==> config.mk <==
export PLATFORM = sky130hd
export DESIGN_NAME = synapse_delay_array
export DESIGN_NICKNAME = d
export VERILOG_FILES = /design/src/rtl/synapse_delay_array.sv
export SDC_FILE = /design/constraint.sdc
export NUM_CORES = 1
export LEC_CHECK = 0
export ABC_CLOCK_PERIOD_IN_PS = 16000
export CELL_PAD_IN_SITES_DETAIL_PLACEMENT = 0
export CELL_PAD_IN_SITES_GLOBAL_PLACEMENT = 1
export CORE_ASPECT_RATIO = 1.1
export CORE_MARGIN = 3
export CORE_UTILIZATION = 56
export DETAILED_ROUTE_END_ITERATION = 7
export DONT_BUFFER_PORTS = 1
export GPL_TIMING_DRIVEN = 0
export PLACE_DENSITY_LB_ADDON = 0.3
export SLEW_MARGIN = 30
export SYNTH_ARGS = -nofsm -noshare
export SYNTH_HDL_FRONTEND = slang
export SYNTH_SLANG_ARGS = --single-unit
==> constraint.sdc <==
create_clock -name clk -period 16 [get_ports clk]
set_input_delay 4.8 -clock clk [delete_from_list [all_inputs] [get_ports clk]]
set_output_delay 4.8 -clock clk [all_outputs]
set_load 0.01 [all_outputs]
==> src/rtl/synapse_delay_array.sv <==
// Multi-channel programmable-delay synapse: each channel delays spikes by 1..MAX_DELAY
// cycles and the block sums the weights of channels firing this cycle into psc.

module synapse_delay_ch #(
  parameter int MAX_DELAY = 15,
  parameter int DW        = 4,
  parameter int WW        = 4
) (
  input  logic          clk,
  input  logic          reset,
  input  logic          spike,
  input  logic          wr,
  input  logic [DW-1:0] wr_delay,
  input  logic [WW-1:0] wr_weight,
  input  logic          wr_en,
  output logic          spike_out,
  output logic          spike_nxt,
  output logic [WW-1:0] weight
);
  logic [DW-1:0]        delay, tap;
  logic                 en, cap;
  logic [MAX_DELAY-1:0] line;

  // A spike captured at edge k sits in line[j] after edge k+j, so tapping
  // line[delay-1] into the output register emits it at edge k+delay.
  assign tap       = delay - DW'(1);
  assign cap       = spike & (wr ? wr_en : en);
  assign spike_nxt = ~wr & line[tap];

  always_ff @(posedge clk or posedge reset) begin
    if (reset) begin
      delay     <= DW'(1);
      weight    <= WW'(1);
      en        <= 1'b1;
      line      <= '0;
      spike_out <= 1'b0;
    end else begin
      spike_out <= spike_nxt;
      if (wr) begin
        delay  <= wr_delay;
        weight <= wr_weight;
        en     <= wr_en;
        line   <= MAX_DELAY'(cap);
      end else begin
        line   <= (line << 1) | MAX_DELAY'(cap);
      end
    end
  end
endmodule

module synapse_delay_array #(
  parameter int N_CH      = 4,
  parameter int MAX_DELAY = 15,
  parameter int WW        = 4,
  parameter int DW        = $clog2(MAX_DELAY + 1),
  parameter int CW        = (N_CH > 1) ? $clog2(N_CH) : 1,
  parameter int PW        = WW + $clog2(N_CH) + 1
) (
  input  logic            clk,
  input  logic            reset,
  input  logic [N_CH-1:0] spike_in,
  input  logic            cfg_we,
  input  logic [CW-1:0]   cfg_ch,
  input  logic [DW-1:0]   cfg_delay,
  input  logic [WW-1:0]   cfg_weight,
  input  logic            cfg_en,
  output logic [N_CH-1:0] spike_out,
  output logic [PW-1:0]   psc
);
  logic [N_CH-1:0]         spike_nxt;
  logic [N_CH-1:0][WW-1:0] weight;
  logic [DW-1:0]           dsat;
  logic [PW-1:0]           psc_nxt;

  always_comb begin
    dsat = cfg_delay;
    if (cfg_delay == '0)                 dsat = DW'(1);
    else if (int'(cfg_delay) > MAX_DELAY) dsat = DW'(MAX_DELAY);
  end

  // Out-of-range channel indices match no lane, so such writes are dropped.
  for (genvar c = 0; c < N_CH; c++) begin : g_ch
    synapse_delay_ch #(.MAX_DELAY(MAX_DELAY), .DW(DW), .WW(WW)) u_ch (
      .clk       (clk),
      .reset     (reset),
      .spike     (spike_in[c]),
      .wr        (cfg_we && (int'(cfg_ch) == c)),
      .wr_delay  (dsat),
      .wr_weight (cfg_weight),
      .wr_en     (cfg_en),
      .spike_out (spike_out[c]),
      .spike_nxt (spike_nxt[c]),
      .weight    (weight[c])
    );
  end

  always_comb begin
    psc_nxt = '0;
    for (int c = 0; c < N_CH; c++)
      if (spike_nxt[c]) psc_nxt = psc_nxt + PW'(weight[c]);
  end

  always_ff @(posedge clk or posedge reset) begin
    if (reset) psc <= '0;
    else       psc <= psc_nxt;
  end
endmodule

==> reports/metrics.yaml <==
global_route:
  grt_start_max_net_pins: 72
  overflow: 0
  gr-usage-all-layers_pct: 20.03
  grt_pass1_vias: 3316
  grt_pass1_wl_um: 16460
  antenna_found_initial: 0
synthesis:
  synth_sequential_area_ratio_pct: 52.69
  async_flop_share_pct: 100.0
  syn_area_um2: 5110
  synth_edf_count: 0
  ys_ff_latch: 107
  ys_dominant_reg_cell: "dfrtp_1"
  ys_warn_count: 0
  syn_area_per_cell_um2: 12.11
  synth_nets: 459
  synthCells: 422
  synth.distinct_cells: 45
timing:
  max_freq_ghz: 0.1149
  hold_viol: 0
  finalSetupViolCount: 0
  worstMarginPinSlew_ns: 0.5908
  slew_violations: 0
  max-slew-margin-rel_pct: 60.62
  min_period_ns: 8.706
  finalCritPeriodShare_pct: 54.41
  layout_setup_ws_ns: 7.294
  rsz0062_at_grt: "false"
  hold_slack_ns: 0.4660
  finClkSkew_ns: 0.01031
  fin_setup_tns_ns: 0
cells_and_area:
  final_nets: 471
  multi_input_area_um2: 2226
  diodes: 0
  fin_area_um2: 5512
  syn_to_final_growth_pct: 7.860
  stdcell_count: 550
  seqCellArea_um2: 2693
  fill_cells: 680
  layout-drive-gt1-share_pct: 18.22
floorplan:
  core_area_um2: 8627
  die_width_um: 97.08
  start_util_pct: 59.23
  fp.dieArea_um2: 10310
  die_h_um: 106.2
  io_pins: 29
  rows: 35
worst_hold_path:
  hold_class: "flop to flop"
  min_delay_worst_endpoint: "g_ch[0].u_ch.en"
  hold_path_depth: 2
  hold_path.startpoint: "g_ch[0].u_ch.en"
cts:
  cts_resized: 0
  holdBufCountCts: 0
  htreeDepth: 3
  clockBufferDepth: 2
  tritoncts: "done"
  post_cts_buffers: 0
  clkTransAtPathRegs_ns: 0.11
  cts-buffers-inserted: 9
  cts_root_buf: "clkbuf_8"
  clock_sinks: 107
  clock_latency_ns: 0.37
routing:
  drt_pass1_iterations: 4
  drt-vias-per-instance: 5.665
  via_count: 3116
  ant_nets: 0
  drt_wl_total_um: 9333
  drcViolationCount: 0
  wire_per_inst_um: 16.97
  drt_iter0_markers: 115
critical_path:
  cp.required_ns: 16.30
  crit_chain: "nor2b_1 -> nand2b_1 -> clkbuf_1 -> nand2_1 -> o32ai_1 -> ha_1 -> inv_1 -> fa_1 -> xor2_1 -> a21oi_1 -> a21oi_1 -> inv_1 -> ha_1 -> a21oi_1 -> xor2_1 -> mux2i_1 -> ha_1 -> inv_1 -> nor2_1 -> o211ai_1 -> xor2_1 -> xor2_1"
  worstPathMaxFanout: 9
  start_kind: "input port"
  endpoint_kind: "flop"
  crit_buf_inv: 4
  r2r-end: "psc[4]"
  rrSetupSlack_ns: 10.02
  crit_path_max_incr_delay_ns: 0.40
  r2r-start: "g_ch[0].u_ch.delay[0]"
  crit_family: "adder cells"
  ff2ff_path_depth: 24
  crit_top_cell: "xor2_1"
  cp_slowest_cell: "o32ai_1"
  worst_ep_arrival_time_ns: 9.01
  critical_path_class: "input port to flop"
placement:
  placed_cells: 534
  dp_slack_ns: 6.913
  dp_hpwl_um: 6789
  dpl_cell_area_um2: 5281
  port_buffers: 0
  gp_congestion: 0.8523
run:
  drv_cap: 0
pwr:
  peakVddDrop_mv: 0.07111
  cellPowerDensity_nw_per_um2: 136.2
  leakagePower_uw: 0.002638
status:
  outcome: "completed"
## metal layers
| layer | part of all wire [%] | GRT usage [%] | vias to the layer above | wire (µm) |
|---|---|---|---|---|
| met5 | 0 | 0 | - | 0 |
| met4 | 1.7 | 7.422 | 0 | 157 |
| met3 | 4.3 | 4.265 | 13 | 399 |
| met2 | 49 | 32.05 | 56 | 4544 |
| met1 | 45 | 27.12 | 1568 | 4232 |
| li1 | - | - | 1479 | - |
## per-stage QoR
stage / total power (µW) / utilization, %
after global placement: 558.7 / 60.84
after floorplan: 522.2 / -
after global routing: 804.3 / 63.89
after CTS: 757.5 / 63.89
final: 750.5 / 63.89
after detailed placement: 568.7 / 61.22
## layout by cell type (no fill, tap or decap), types with 3 or more instances in the layout
| cell type | netlist | routed |
|---|---|---|
| nand2_1 | 33 | 33 |
| mux2i_1 | 12 | 12 |
| a21oi_1 | 11 | 11 |
| nand3_1 | 8 | 8 |
| a21o_1 | 6 | 6 |
| dfrtp_1 | 95 | 95 |
| mux4_2 | 9 | 9 |
| o21ai_0 | 9 | 9 |
| xor2_1 | 9 | 9 |
| xnor2_1 | 7 | 7 |
| clkbuf_1 | 15 | 15 |
| clkbuf_8 | 0 | 9 |
| nand3b_1 | 5 | 5 |
| mux4_1 | 3 | 3 |
| ha_1 | 16 | 16 |
| inv_6 | 0 | 3 |
| mux2_2 | 28 | 28 |
| nor2_1 | 5 | 5 |
| buf_4 | 4 | 4 |
| dfstp_2 | 12 | 12 |
| o211ai_1 | 3 | 3 |
| and2_1 | 60 | 60 |
| nor3_1 | 5 | 5 |
| fa_1 | 3 | 3 |
| inv_1 | 22 | 21 |
| nor2b_1 | 4 | 4 |
| nand4_1 | 5 | 5 |
| o32ai_1 | 5 | 5 |
## synth_stat cells, drive strengths merged (8+ instances only)
cell type | count | share of area, %
inv | 22 | 1.6
dfrtp | 95 | 47
and2 | 61 | 7.5
nand2 | 33 | 2.4
clkbuf | 15 | 1.1
dfstp | 12 | 6.2
nand3 | 8 | 0.78
ha | 16 | 3.9
xor2 | 9 | 1.5
o21ai | 9 | 0.88
mux2 | 30 | 6.8
mux2i | 12 | 2.4
a21oi | 11 | 1.1
mux4 | 12 | 5.5
## area by class of cell
type                       instances  share of cell area [%]
sequential                       107                   48.85
multi-input combinational        272                   40.39
buffer                            21                   1.975
clock buffer                       9                   2.247
timing repair buffer               1                  0.4994
tap                              111                   2.520
inverter                          22                   1.589
clock inverter                     7                   1.930
## power breakdown
group | internal (µW) | leakage, µW | switching (µW)
clock | 91.0 | 0.000116 | 96.2
sequential | 310 | 0.00137 | 21.6
combinational | 113 | 0.00115 | 120
## worst min-delay path: cells and delay by family (launching register included)
family | cells | cell delay (ns)
DFF | 1 | 0.37
and+or+nand+nor | 2 | 0.09
## flip-flops by register name, indices dropped and copies added, names as in the netlist
| register | flops |
|---|---|
| g_ch.u_ch.delay | 16 |
| g_ch.u_ch.en | 4 |
| g_ch.u_ch.line | 60 |
| psc | 7 |
| g_ch.u_ch.weight | 16 |
| g_ch.u_ch.spike_out | 4 |
## worst max-delay path by stage
stage	startpoint	to	slack [ns]	cells after the start
finish	cfg_we	psc[4]	7.29	22
global route	cfg_we	psc[4]	6.88	22
CTS	cfg_we	psc[4]	7.30	22
detailed placement	cfg_we	psc[4]	6.91	18
global placement	cfg_we	psc[4]	6.96	22
floorplan	cfg_we	psc[4]	7.40	18
## cells by family after synthesis
group | synth area share, %
AND/OR/NAND/NOR | 14.64
flip-flops | 52.69
multiplexers | 14.62
AO/OA/AOI/OAI | 6.464
buffers and inverters | 3.746
adder cells (fa/ha/maj) | 5.093
XOR/XNOR | 2.743
Power figures use the tool's default switching activity.
